--- src/rtl/cache_pkg.sv ---
// Shared definitions for the cache refill controller: FSM encoding and tag-word layout.
// Imported by the refill controller and its round-robin victim selector.
package cache_pkg;

   typedef logic [2:0] state_t;

   localparam state_t ST_IDLE   = 3'd0;
   localparam state_t ST_LOOKUP = 3'd1;
   localparam state_t ST_FILL   = 3'd2;
   localparam state_t ST_TAGWR  = 3'd3;
   localparam state_t ST_RESP   = 3'd4;

   localparam int TAG_WORD_W = 32;
   localparam int VALID_BIT  = 31;

   // Tag SRAM word: valid flag on top, tag right-justified in the low bits.
   function automatic logic [TAG_WORD_W-1:0] make_tag_word(input logic [VALID_BIT-1:0] tag);
      logic [TAG_WORD_W-1:0] word;
      word            = '0;
      word[VALID_BIT] = 1'b1;
      word[VALID_BIT-1:0] = tag;
      return word;
   endfunction

endpackage

--- src/rtl/cache_victim_rr.sv ---
// Round-robin victim way selector: one-hot pointer output that advances once per
// completed refill and wraps modulo NUM_WAYS.
module cache_victim_rr
   import cache_pkg::*;
#(
   parameter int NUM_WAYS = 2
) (
   input  logic                clk_i,
   input  logic                rst_i,
   input  logic                advance_i,
   output logic [NUM_WAYS-1:0] victim_o
);

   localparam int PTR_W = (NUM_WAYS > 1) ? $clog2(NUM_WAYS) : 1;
   localparam logic [PTR_W-1:0] LAST_WAY = PTR_W'(NUM_WAYS - 1);

   logic [PTR_W-1:0] rr_ptr;

   // With a single way LAST_WAY is zero, so the pointer never leaves way 0.
   always_ff @(posedge clk_i) begin
      if (rst_i) begin
         rr_ptr <= '0;
      end else if (advance_i) begin
         rr_ptr <= (rr_ptr == LAST_WAY) ? '0 : rr_ptr + PTR_W'(1);
      end
   end

   always_comb begin
      victim_o         = '0;
      victim_o[rr_ptr] = 1'b1;
   end

endmodule

--- src/rtl/cache_refill_ctrl.sv ---
// Blocking read-miss refill controller: looks up one CPU read at a time, refills a
// whole line beat by beat on a miss, writes the tag last and replays the lookup.
module cache_refill_ctrl
   import cache_pkg::*;
#(
   parameter int NUM_WAYS         = 2,
   parameter int ADDR_WIDTH       = 32,
   parameter int DATA_WIDTH       = 32,
   parameter int CLINE_SIZE_WORD  = 4,
   parameter int CLINE_ADDR_WIDTH = 7,
   localparam int OFF_W           = $clog2(CLINE_SIZE_WORD),
   localparam int TAG_OFFSET      = OFF_W + CLINE_ADDR_WIDTH,
   localparam int TAG_WIDTH       = ADDR_WIDTH - TAG_OFFSET
) (
   input  logic                        clk_i,
   input  logic                        rst_i,
   input  logic                        req_valid_i,
   output logic                        req_ready_o,
   input  logic [ADDR_WIDTH-1:0]       req_addr_i,
   output logic                        resp_valid_o,
   output logic [DATA_WIDTH-1:0]       resp_data_o,
   output logic [CLINE_ADDR_WIDTH-1:0] sram_index_o,
   output logic [OFF_W-1:0]            sram_word_o,
   output logic                        sram_re_o,
   output logic [ADDR_WIDTH-1:0]       lookup_addr_o,
   input  logic                        hit_i,
   input  logic [DATA_WIDTH-1:0]       hit_data_i,
   output logic [NUM_WAYS-1:0]         tag_we_o,
   output logic [TAG_WORD_W-1:0]       tag_wdata_o,
   output logic [NUM_WAYS-1:0]         data_we_o,
   output logic [DATA_WIDTH-1:0]       data_wdata_o,
   output logic                        mem_req_o,
   output logic [ADDR_WIDTH-1:0]       mem_addr_o,
   input  logic                        mem_ack_i,
   input  logic [DATA_WIDTH-1:0]       mem_data_i
);

   // One extra bit so the counter can reach CLINE_SIZE_WORD after the last beat.
   localparam int BEAT_W = OFF_W + 1;
   localparam logic [BEAT_W-1:0] LINE_BEATS = BEAT_W'(CLINE_SIZE_WORD);

   state_t state_q;
   state_t state_d;

   logic [ADDR_WIDTH-1:0]       addr_q;
   logic [DATA_WIDTH-1:0]       rdata_q;
   logic [BEAT_W-1:0]           beat_q;
   logic                        gap_q;
   logic [NUM_WAYS-1:0]         victim_q;
   logic [NUM_WAYS-1:0]         rr_victim;

   logic [TAG_WIDTH-1:0]        addr_tag;
   logic [CLINE_ADDR_WIDTH-1:0] addr_index;
   logic [OFF_W-1:0]            addr_word;
   logic [CLINE_ADDR_WIDTH-1:0] req_index;
   logic [OFF_W-1:0]            req_word;

   logic accept;
   logic beat_ack;
   logic fill_done;
   logic rr_advance;

   assign addr_tag   = addr_q[ADDR_WIDTH-1:TAG_OFFSET];
   assign addr_index = addr_q[TAG_OFFSET-1:OFF_W];
   assign addr_word  = addr_q[OFF_W-1:0];
   assign req_index  = req_addr_i[TAG_OFFSET-1:OFF_W];
   assign req_word   = req_addr_i[OFF_W-1:0];

   assign accept     = (state_q == ST_IDLE) && req_valid_i;
   // Every beat is followed by one idle cycle (gap_q), including the last one,
   // so an ack can only land while the request is actually up.
   assign mem_req_o  = (state_q == ST_FILL) && !gap_q;
   assign beat_ack   = mem_req_o && mem_ack_i;
   assign fill_done  = (state_q == ST_FILL) && gap_q && (beat_q == LINE_BEATS);
   assign rr_advance = (state_q == ST_TAGWR);

   cache_victim_rr #(
      .NUM_WAYS (NUM_WAYS)
   ) u_victim (
      .clk_i     (clk_i),
      .rst_i     (rst_i),
      .advance_i (rr_advance),
      .victim_o  (rr_victim)
   );

   always_comb begin
      state_d = state_q;
      case (state_q)
         ST_IDLE:   if (req_valid_i) state_d = ST_LOOKUP;
         ST_LOOKUP: state_d = hit_i ? ST_RESP : ST_FILL;
         ST_FILL:   if (fill_done) state_d = ST_TAGWR;
         ST_TAGWR:  state_d = ST_LOOKUP;
         ST_RESP:   state_d = ST_IDLE;
         default:   state_d = ST_IDLE;
      endcase
   end

   // A reset mid-fill simply drops back to IDLE; the tag is only written in
   // TAGWR, so a partially refilled line never becomes valid.
   always_ff @(posedge clk_i) begin
      if (rst_i) begin
         state_q  <= ST_IDLE;
         beat_q   <= '0;
         gap_q    <= 1'b0;
         victim_q <= '0;
         rdata_q  <= '0;
      end else begin
         state_q <= state_d;
         case (state_q)
            ST_LOOKUP: begin
               if (hit_i) begin
                  rdata_q <= hit_data_i;
               end else begin
                  victim_q <= rr_victim;
                  beat_q   <= '0;
                  gap_q    <= 1'b0;
               end
            end
            ST_FILL: begin
               if (beat_ack) begin
                  beat_q <= beat_q + BEAT_W'(1);
                  gap_q  <= 1'b1;
               end else if (gap_q) begin
                  gap_q <= 1'b0;
               end
            end
            default: ;
         endcase
      end
   end

   always_ff @(posedge clk_i) begin
      if (accept) begin
         addr_q <= req_addr_i;
      end
   end

   always_comb begin
      req_ready_o   = (state_q == ST_IDLE);
      resp_valid_o  = (state_q == ST_RESP);
      resp_data_o   = rdata_q;
      lookup_addr_o = addr_q;

      // The replay in TAGWR re-reads the originally requested word.
      sram_re_o     = accept || (state_q == ST_TAGWR);
      sram_index_o  = addr_index;
      sram_word_o   = addr_word;
      if (state_q == ST_IDLE) begin
         sram_index_o = req_index;
         sram_word_o  = req_word;
      end else if (state_q == ST_FILL) begin
         sram_word_o  = beat_q[OFF_W-1:0];
      end

      tag_we_o     = (state_q == ST_TAGWR) ? victim_q : '0;
      tag_wdata_o  = make_tag_word(VALID_BIT'(addr_tag));
      data_we_o    = beat_ack ? victim_q : '0;
      data_wdata_o = mem_data_i;
      mem_addr_o   = {addr_tag, addr_index, beat_q[OFF_W-1:0]};
   end

endmodule

--- config.mk ---
export PLATFORM = sky130hd
export DESIGN_NAME = cache_refill_ctrl
export DESIGN_NICKNAME = d
export VERILOG_FILES = /design/src/rtl/cache_pkg.sv /design/src/rtl/cache_victim_rr.sv /design/src/rtl/cache_refill_ctrl.sv
export SDC_FILE = /design/constraint.sdc
export NUM_CORES = 1
export LEC_CHECK = 0
export BUFFER_PORTS_ARGS = -buffer_cell sky130_fd_sc_hd__buf_4
export CORE_AREA = 4 4 105 107
export DETAILED_ROUTE_END_ITERATION = 16
export DIE_AREA = 0 0 109 111
export HOLD_SLACK_MARGIN = 0.05
export MAX_ROUTING_LAYER = met4
export PLACE_DENSITY_LB_ADDON = 0.25
export SLEW_MARGIN = 0
export SYNTH_ARGS = -nofsm -noshare
export SYNTH_HDL_FRONTEND = slang
export SYNTH_SLANG_ARGS = --single-unit
export TNS_END_PERCENT = 10
--- constraint.sdc ---
create_clock -name clk_i -period 6.6 [get_ports clk_i]
set_input_delay 1.32 -clock clk_i [delete_from_list [all_inputs] [get_ports clk_i]]
set_output_delay 1.32 -clock clk_i [all_outputs]
set_load 0.05 [all_outputs]
==> results of run 1 <==
-- sequential cells by signal (all words and copies together), names as in the netlist --
signal	count
state_q	3
victim_q	2
beat_q	3
lookup_addr_o	32
resp_data_o	32
u_victim.rr_ptr	1
gap_q	1
-- worst max-delay path, cell delays in order (launching register included) --
cell and delay (ps):
sky130_fd_sc_hd__dfxtp_1 710, sky130_fd_sc_hd__nor3b_4 520, sky130_fd_sc_hd__mux2i_1 260, sky130_fd_sc_hd__o21ai_0 90, sky130_fd_sc_hd__buf_4 220
-- kinds of logic (layout without fill, tap and decap cells) --
group | after synthesis | count (layout) | synth area share
other cells | 2 | 9 | 0.00211
xor+xnor | 1 | 1 | 0.00246
simple gates | 98 | 98 | 0.138
compound gates | 46 | 46 | 0.0737
flops | 74 | 74 | 0.505
buf+inv | 116 | 226 | 0.241
fa+ha+maj | 2 | 2 | 0.00702
mux | 10 | 10 | 0.0305
-- stage by stage --
| stage | utilization | instance area [um^2] |
|---|---|---|
| 3_3_place_gp | 0.442 | 4480 |
| 2_1_floorplan | - | 3590 |
| 3_5_place_dp | 0.442 | 4480 |
| 6_report | 0.463 | 4700 |
| 5_1_grt | 0.463 | 4700 |
| 4_1_cts | 0.463 | 4700 |
-- per-layer routing --
layer | track usage | routed length [um]
met1 | 0.170 | 3450
met2 | 0.236 | 4460
met3 | 0.0355 | 904
met4 | 0.0648 | 158
met5 | - | 0
-- path summary, 6_finish.rpt --
kind / end / slack, ps / start / depth (start not counted)
worst max-delay path: sram_word_o[1] / 3140 / state_q[1] / 4
worst max register to register: lookup_addr_o[30] / 4560 / state_q[2] / 3
worst min register to register: resp_data_o[1] / 460 / resp_data_o[1] / 2
worst min-delay path: resp_data_o[1] / 460 / resp_data_o[1] / 2
-- area by class of cell --
class	count	area, um^2
Multi-Input combinational cell	166	947
Sequential cell	74	1800
Inverter	3	11.3
Fill cell	972	5440
Timing Repair Buffer	207	1550
Clock inverter	3	17.5
Clock buffer	13	195
Tap cell	136	170
-- where the power goes --
group	internal (mW)	total (mW)	leakage [nW]	switching (mW)
clock	0.196	0.359	0.109	0.164
combinational	0.108	0.361	1.28	0.253
sequential	0.505	0.526	0.647	0.0211
total	0.809	1.25	2.04	0.438
-- cell usage in the layout, fill, tap and decap left out, drive strengths merged, types with 3 or more instances in the layout --
cell	count
nand3b	3
conb	9
inv	3
a211oi	4
nand2	71
o21ai	3
edfxtp	32
mux2	7
clkbuf	13
a21oi	37
mux2i	3
nor2	6
dfxtp	42
nand2b	3
buf	207
==> metrics.txt, run 1 <==
# TYPE chip_impl_metric gauge
chip_impl_info{name="worstSetupEndpointType",value="output port"} 1
chip_impl_metric{name="final-max-slew-violation-count",unit=""} 0
chip_impl_metric{name="detailedPlacementHpwl",unit="mm"} 6.81
chip_impl_metric{name="drt_iter0_drc",unit=""} 87
chip_impl_metric{name="std_cell_rows",unit=""} 37
chip_impl_info{name="crit_path_category",value="reg2out"} 1
chip_impl_metric{name="number_of_synthesized_flops_with_an_enable_pin",unit=""} 32
chip_impl_metric{name="core-area",unit="um^2"} 10100
chip_impl_metric{name="avgViaCountPerCell",unit=""} 4.40
chip_impl_metric{name="setup_tns",unit="ps"} 0
chip_impl_metric{name="cts_hold_buffers",unit=""} 0
chip_impl_metric{name="drc",unit=""} 0
chip_impl_metric{name="overflow",unit=""} 0
chip_impl_metric{name="dpl.cell_count",unit=""} 586
chip_impl_metric{name="ys_seq_elements",unit=""} 74
chip_impl_metric{name="clkSinkCount",unit=""} 74
chip_impl_metric{name="ys.warnings.count",unit=""} 0
chip_impl_metric{name="grt_antenna_before_repair",unit=""} 0
chip_impl_metric{name="max-clock-path-buffers",unit=""} 2
chip_impl_info{name="library_cell_used_as_clock_root_buffer",value="sky130_fd_sc_hd__clkbuf_8"} 1
chip_impl_info{name="holdCritPathClass",value="reg2reg"} 1
chip_impl_metric{name="hold_slack",unit="ps"} 455
chip_impl_metric{name="worst_clock_skew",unit="ps"} 9.17
chip_impl_metric{name="slew_headroom",unit=""} 0.520
chip_impl_metric{name="achievable-frequency",unit="GHz"} 0.289
chip_impl_metric{name="final_count_of_negative_setup_slack_endpoints",unit=""} 0
chip_impl_metric{name="initial_core_util",unit=""} 0.352
chip_impl_metric{name="min_period",unit="ps"} 3460
chip_impl_metric{name="final_cells",unit=""} 602
chip_impl_metric{name="portion_of_the_clock_cycle_consumed_by_the_worst_path_in_the_final_layout",unit=""} 0.524
chip_impl_metric{name="die_h",unit="um"} 111
chip_impl_metric{name="timing_hold_violations_final",unit=""} 0
chip_impl_metric{name="first_pass_iters",unit=""} 4
chip_impl_info{name="tritoncts_clock_tree",value="done"} 1
chip_impl_metric{name="drt-wirelength-per-cell",unit="um"} 14.9
chip_impl_metric{name="postRouteWirelength",unit="mm"} 8.97
chip_impl_metric{name="diodes_inserted",unit=""} 0
chip_impl_metric{name="first_global_vias",unit=""} 2480
chip_impl_metric{name="clkTransAtPathRegs",unit="ps"} 80
chip_impl_info{name="grt_setup_unrepaired",value="false"} 1
chip_impl_metric{name="post-layout-total-power",unit="mW"} 1.25
chip_impl_metric{name="required",unit="ps"} 5280
chip_impl_metric{name="dpl_worst_slack",unit="ps"} 3200
chip_impl_info{name="status",value="finished, final reports clean"} 1
chip_impl_metric{name="finalNetCount",unit=""} 564
chip_impl_metric{name="postRouteAntennaNets",unit=""} 0
chip_impl_metric{name="powerDensity",unit="nW/um^2"} 265
chip_impl_metric{name="ctsHtreeMaxLevel",unit=""} 3
chip_impl_info{name="synthTopCellsByArea",value="sky130_fd_sc_hd__edfxtp_1 (27%), sky130_fd_sc_hd__dfxtp_1 (24%), sky130_fd_sc_hd__buf_4 (21%)"} 1
chip_impl_metric{name="synth_async_sr_flop_share",unit=""} 0
chip_impl_metric{name="cts_buffers",unit=""} 9
chip_impl_info{name="synth_commonest_cells",value="sky130_fd_sc_hd__buf_4 (100), sky130_fd_sc_hd__nand2_1 (71), sky130_fd_sc_hd__dfxtp_1 (42), sky130_fd_sc_hd__a21oi_1 (36), sky130_fd_sc_hd__edfxtp_1 (32)"} 1
chip_impl_metric{name="path_max_fanout",unit=""} 14
chip_impl_metric{name="clkLatencyLatePin",unit="ps"} 340
chip_impl_metric{name="grt_first_pass_wirelength",unit="mm"} 13.2
chip_impl_metric{name="arrival_time_of_the_worst_setup_path",unit="ps"} 2140
chip_impl_metric{name="worst_slack",unit="ps"} 3140
chip_impl_metric{name="portBuffers",unit=""} 204
chip_impl_metric{name="syn_area_per_cell",unit="um^2"} 10.2
chip_impl_info{name="worst_setup_path_start_kind",value="register"} 1
chip_impl_metric{name="vdd.ir_drop.worst",unit="mV"} 0.130
chip_impl_metric{name="worst-slew-pin-transition",unit="ps"} 719
chip_impl_info{name="synthMostInstantiatedCell",value="sky130_fd_sc_hd__buf_4"} 1
chip_impl_metric{name="post_synth_instance_area",unit="um^2"} 3570
chip_impl_metric{name="finalWeightedCongestion",unit=""} 0.711
chip_impl_metric{name="via_count",unit=""} 2647
chip_impl_info{name="synthDominantAreaCellType",value="sky130_fd_sc_hd__edfxtp_1"} 1
chip_impl_metric{name="io_pins",unit=""} 278
chip_impl_metric{name="synth.distinct_cells",unit=""} 36
chip_impl_info{name="most_frequently_used_flop_master_after_synthesis",value="sky130_fd_sc_hd__dfxtp_1"} 1
chip_impl_metric{name="post_cts_repair_timing_setup_buffer_count",unit=""} 0
chip_impl_metric{name="share_of_the_synthesized_area_in_the_top_cell_type",unit=""} 0.269
chip_impl_metric{name="power.leakage",unit="nW"} 2.04
chip_impl_metric{name="cts.repair.resized",unit=""} 0
chip_impl_metric{name="synthesis.instances",unit=""} 349
chip_impl_metric{name="maxCapViolations",unit=""} 0
chip_impl_metric{name="synth-seq-area-share",unit=""} 0.505
chip_impl_metric{name="grt_max_degree",unit=""} 44
chip_impl_metric{name="area_growth_syn_to_layout",unit="%"} 31.7
chip_impl_metric{name="design.die.area",unit="um^2"} 12100
chip_impl_metric{name="die-width",unit="um"} 109
chip_impl_metric{name="layout-drive-gt1-share",unit=""} 0.515
chip_impl_metric{name="track_usage",unit=""} 0.146
No activity file was read; power rests on OpenSTA's default activity.
==> inputs of run 2 (changes only) <==
--- a/config.mk
+++ b/config.mk
@@ -5,6 +5,7 @@
 export SDC_FILE = /design/constraint.sdc
 export NUM_CORES = 1
 export LEC_CHECK = 0
+export ABC_AREA = 1
 export BUFFER_PORTS_ARGS = -buffer_cell sky130_fd_sc_hd__buf_4
 export CORE_AREA = 4 4 105 107
 export DETAILED_ROUTE_END_ITERATION = 16
==> constraint.sdc (replaced) <==
create_clock -name clk_i -period 3.25 [get_ports clk_i]
set_input_delay 0.65 -clock clk_i [delete_from_list [all_inputs] [get_ports clk_i]]
set_output_delay 0.65 -clock clk_i [all_outputs]
set_load 0.05 [all_outputs]
==> run 2 against run 1 <==
Net effect: clock skew grew 1.6 ps; clock power increased by 120%; cell area decreased by 0.43%; hold slack better by 8.1 ps; first-iteration DRC count is 54% higher; sequential power rose by 120%; sequential share of layout area grew 0.16 points; via count is 4.0% higher; clock-buffer cell count decreased by 1; critical endpoint is now sram_word_o[0]; highest routed layer unchanged.
==> metrics.txt, run 2 <==
# TYPE chip_impl_metric gauge
chip_impl_info{name="status",value="finished, final reports clean"} 1
chip_impl_metric{name="vdd.ir_drop.worst",unit="mV"} 0.244
chip_impl_metric{name="ys.warnings.count",unit=""} 0
chip_impl_metric{name="area_growth_syn_to_layout",unit="%"} 33.2
chip_impl_info{name="r2r-start",value="state_q[1]"} 1
chip_impl_info{name="synthMostInstantiatedCell",value="sky130_fd_sc_hd__buf_4"} 1
chip_impl_info{name="most_frequently_used_flop_master_after_synthesis",value="sky130_fd_sc_hd__dfxtp_1"} 1
chip_impl_metric{name="ctsHtreeMaxLevel",unit=""} 3
chip_impl_metric{name="fill_cells",unit=""} 987
chip_impl_metric{name="worst-slew-pin-transition",unit="ps"} 916
chip_impl_metric{name="maxCapViolations",unit=""} 0
chip_impl_metric{name="io_pins",unit=""} 278
chip_impl_metric{name="worst_r2r_path_depth",unit=""} 5
chip_impl_metric{name="slew_headroom",unit=""} 0.386
chip_impl_metric{name="portBuffers",unit=""} 204
chip_impl_metric{name="ys_seq_elements",unit=""} 74
chip_impl_metric{name="path_max_fanout",unit=""} 12
chip_impl_metric{name="first_pass_iters",unit=""} 4
chip_impl_info{name="most_frequent_cells_in_the_layout",value="sky130_fd_sc_hd__buf_4 (206), sky130_fd_sc_hd__nor2_1 (68), sky130_fd_sc_hd__dfxtp_1 (42), sky130_fd_sc_hd__nand2_1 (33), sky130_fd_sc_hd__edfxtp_1 (32)"} 1
chip_impl_metric{name="clkTransAtPathRegs",unit="ps"} 80
chip_impl_metric{name="std_cell_rows",unit=""} 37
chip_impl_info{name="worst_setup_path_start_kind",value="register"} 1
chip_impl_info{name="library_cell_used_as_clock_root_buffer",value="sky130_fd_sc_hd__clkbuf_8"} 1
chip_impl_metric{name="cts_hold_buffers",unit=""} 0
chip_impl_info{name="holdCritPathClass",value="reg2reg"} 1
chip_impl_info{name="whs_endpoint",value="victim_q[0]"} 1
chip_impl_info{name="tritoncts_clock_tree",value="done"} 1
chip_impl_info{name="crit_path_category",value="reg2out"} 1
chip_impl_metric{name="dpl-instance-area",unit="um^2"} 4450
chip_impl_info{name="synthTopCellsByArea",value="sky130_fd_sc_hd__edfxtp_1 (27%), sky130_fd_sc_hd__dfxtp_1 (24%), sky130_fd_sc_hd__buf_4 (21%)"} 1
chip_impl_metric{name="synthesis.instances",unit=""} 378
chip_impl_metric{name="hold_slack",unit="ps"} 463
chip_impl_metric{name="overflow",unit=""} 0
chip_impl_metric{name="diodes_inserted",unit=""} 0
chip_impl_metric{name="finalNetCount",unit=""} 598
chip_impl_metric{name="clkLatencyLatePin",unit="ps"} 340
chip_impl_metric{name="final_cell_area",unit="um^2"} 4680
chip_impl_metric{name="arrival_time_of_the_worst_setup_path",unit="ps"} 1870
chip_impl_metric{name="powerDensity",unit="nW/um^2"} 721
chip_impl_metric{name="design.die.area",unit="um^2"} 12100
chip_impl_metric{name="worst_clock_skew",unit="ps"} 10.8
chip_impl_metric{name="finalWeightedCongestion",unit=""} 0.755
chip_impl_info{name="synthDominantAreaCellType",value="sky130_fd_sc_hd__edfxtp_1"} 1
chip_impl_metric{name="via_count",unit=""} 2753
chip_impl_info{name="hp-start",value="victim_q[0]"} 1
chip_impl_metric{name="number_of_synthesized_flops_with_an_enable_pin",unit=""} 32
chip_impl_metric{name="layout-drive-gt1-share",unit=""} 0.480
chip_impl_info{name="synth_commonest_cells",value="sky130_fd_sc_hd__buf_4 (96), sky130_fd_sc_hd__nor2_1 (69), sky130_fd_sc_hd__dfxtp_1 (42), sky130_fd_sc_hd__nand2_1 (33), sky130_fd_sc_hd__edfxtp_1 (32)"} 1
chip_impl_metric{name="post_cts_repair_timing_setup_buffer_count",unit=""} 0
chip_impl_metric{name="timing_hold_violations_final",unit=""} 0
chip_impl_metric{name="track_usage",unit=""} 0.140
chip_impl_metric{name="cts_buffers",unit=""} 9
chip_impl_metric{name="clkSinkCount",unit=""} 74
chip_impl_metric{name="max-clock-path-buffers",unit=""} 2
chip_impl_metric{name="drt-wirelength-per-cell",unit="um"} 14.2
chip_impl_metric{name="die-width",unit="um"} 109
chip_impl_metric{name="synth.distinct_cells",unit=""} 25
chip_impl_metric{name="drc",unit=""} 0
chip_impl_metric{name="rrSetupSlack",unit="ps"} 1460
chip_impl_metric{name="grt_max_degree",unit=""} 38
chip_impl_metric{name="first_global_vias",unit=""} 2616
chip_impl_metric{name="synth_async_sr_flop_share",unit=""} 0
chip_impl_metric{name="postRouteWirelength",unit="mm"} 9.01
chip_impl_metric{name="syn_area_per_cell",unit="um^2"} 9.29
chip_impl_metric{name="cts.repair.resized",unit=""} 0
chip_impl_info{name="timing.rr.end",value="lookup_addr_o[26]"} 1
chip_impl_metric{name="worstHoldPathCells",unit=""} 2
chip_impl_metric{name="detailedPlacementHpwl",unit="mm"} 6.93
chip_impl_metric{name="share_of_the_synthesized_area_in_the_top_cell_type",unit=""} 0.274
chip_impl_metric{name="required",unit="ps"} 2600
chip_impl_metric{name="synth-seq-area-share",unit=""} 0.513
chip_impl_metric{name="die_h",unit="um"} 111
chip_impl_metric{name="power.leakage",unit="nW"} 2.28
chip_impl_metric{name="avgViaCountPerCell",unit=""} 4.33
chip_impl_metric{name="grt_antenna_before_repair",unit=""} 0
chip_impl_metric{name="core-area",unit="um^2"} 10100
chip_impl_metric{name="final_count_of_negative_setup_slack_endpoints",unit=""} 0
chip_impl_info{name="mostFrequentLayoutCell",value="sky130_fd_sc_hd__buf_4"} 1
chip_impl_metric{name="grt_first_pass_wirelength",unit="mm"} 12.9
chip_impl_metric{name="final-max-slew-violation-count",unit=""} 0
chip_impl_metric{name="initial_core_util",unit=""} 0.346
chip_impl_metric{name="setup_tns",unit="ps"} 0
chip_impl_metric{name="postRouteAntennaNets",unit=""} 0
chip_impl_metric{name="drt_iter0_drc",unit=""} 134
chip_impl_metric{name="min_period",unit="ps"} 2520
chip_impl_metric{name="post_synth_instance_area",unit="um^2"} 3510
chip_impl_info{name="grt_setup_unrepaired",value="false"} 1
chip_impl_metric{name="portion_of_the_clock_cycle_consumed_by_the_worst_path_in_the_final_layout",unit=""} 0.776
chip_impl_info{name="worstSetupEndpointType",value="output port"} 1
chip_impl_metric{name="achievable-frequency",unit="GHz"} 0.396
## run 2: cell count changes after synthesis, sizes merged, moves of 4 or more
cell,change
nor2,+76
nand2,-37
o21ai,+34
a21oi,-28
inv,+15
mux2,-7
nand3,+6
a211oi,-4
buf,-4
## run 2: where the power goes
group / internal [mW] / leakage (nW) / switching, mW / total (mW)
Combinational: 0.377 / 1.51 / 1.03 / 1.41
Sequential: 1.09 / 0.648 / 0.0745 / 1.17
Clock: 0.448 / 0.119 / 0.346 / 0.794
Total: 1.92 / 2.28 / 1.45 / 3.37
## run 2: cell families after synthesis
kind of cell / Yosys count / synth area share
AOI/OAI and AO/OA: 46 / 0.0656
DFF: 74 / 0.513
and+or+nand+nor: 128 / 0.160
buffers and inverters: 126 / 0.252
adders and majority gates: 2 / 0.00713
other: 2 / 0.00214
## run 2: cell type report
class | instances | area (um^2) | share of cell area
tap | 136 | 170 | 0.0364
clock inverter | 4 | 53.8 | 0.0115
multi-input combinational | 185 | 855 | 0.183
inverter | 19 | 73.8 | 0.0158
timing repair buffer | 206 | 1550 | 0.331
clock buffer | 12 | 176 | 0.0377
sequential | 74 | 1800 | 0.385
## run 2: worst max path at each step
stage | from | end
after global placement | state_q[1] | sram_word_o[0]
after detailed placement | state_q[1] | sram_word_o[0]
after floorplan | state_q[2] | sram_word_o[0]
final | state_q[1] | sram_word_o[0]
after global routing | state_q[1] | sram_word_o[0]
after CTS | state_q[1] | sram_word_o[0]
## run 2: critical path: stages, from the launching register on
cell                      delay (ps)
sky130_fd_sc_hd__dfxtp_1         450
sky130_fd_sc_hd__nor3_1           80
sky130_fd_sc_hd__buf_4           170
sky130_fd_sc_hd__inv_1           260
sky130_fd_sc_hd__o21ai_0         130
sky130_fd_sc_hd__o21ai_0         190
sky130_fd_sc_hd__buf_4           230
## run 2: routing by layer
layer,global-route usage,share of wire,wire length (um)
met5,-,0,0
met4,0.0530,0.013,116
met3,0.0448,0.12,1080
met2,0.231,0.48,4310
met1,0.156,0.39,3500
## run 2: stage by stage
step	worst slack, ps	utilization	cells	power (mW)
finish	728	0.461	636	3.37
detailed placement	1120	0.439	620	2.61
floorplan	632	-	385	2.38
global placement	1140	0.439	620	2.60
global route	593	0.461	636	3.52
CTS	711	0.461	636	3.42
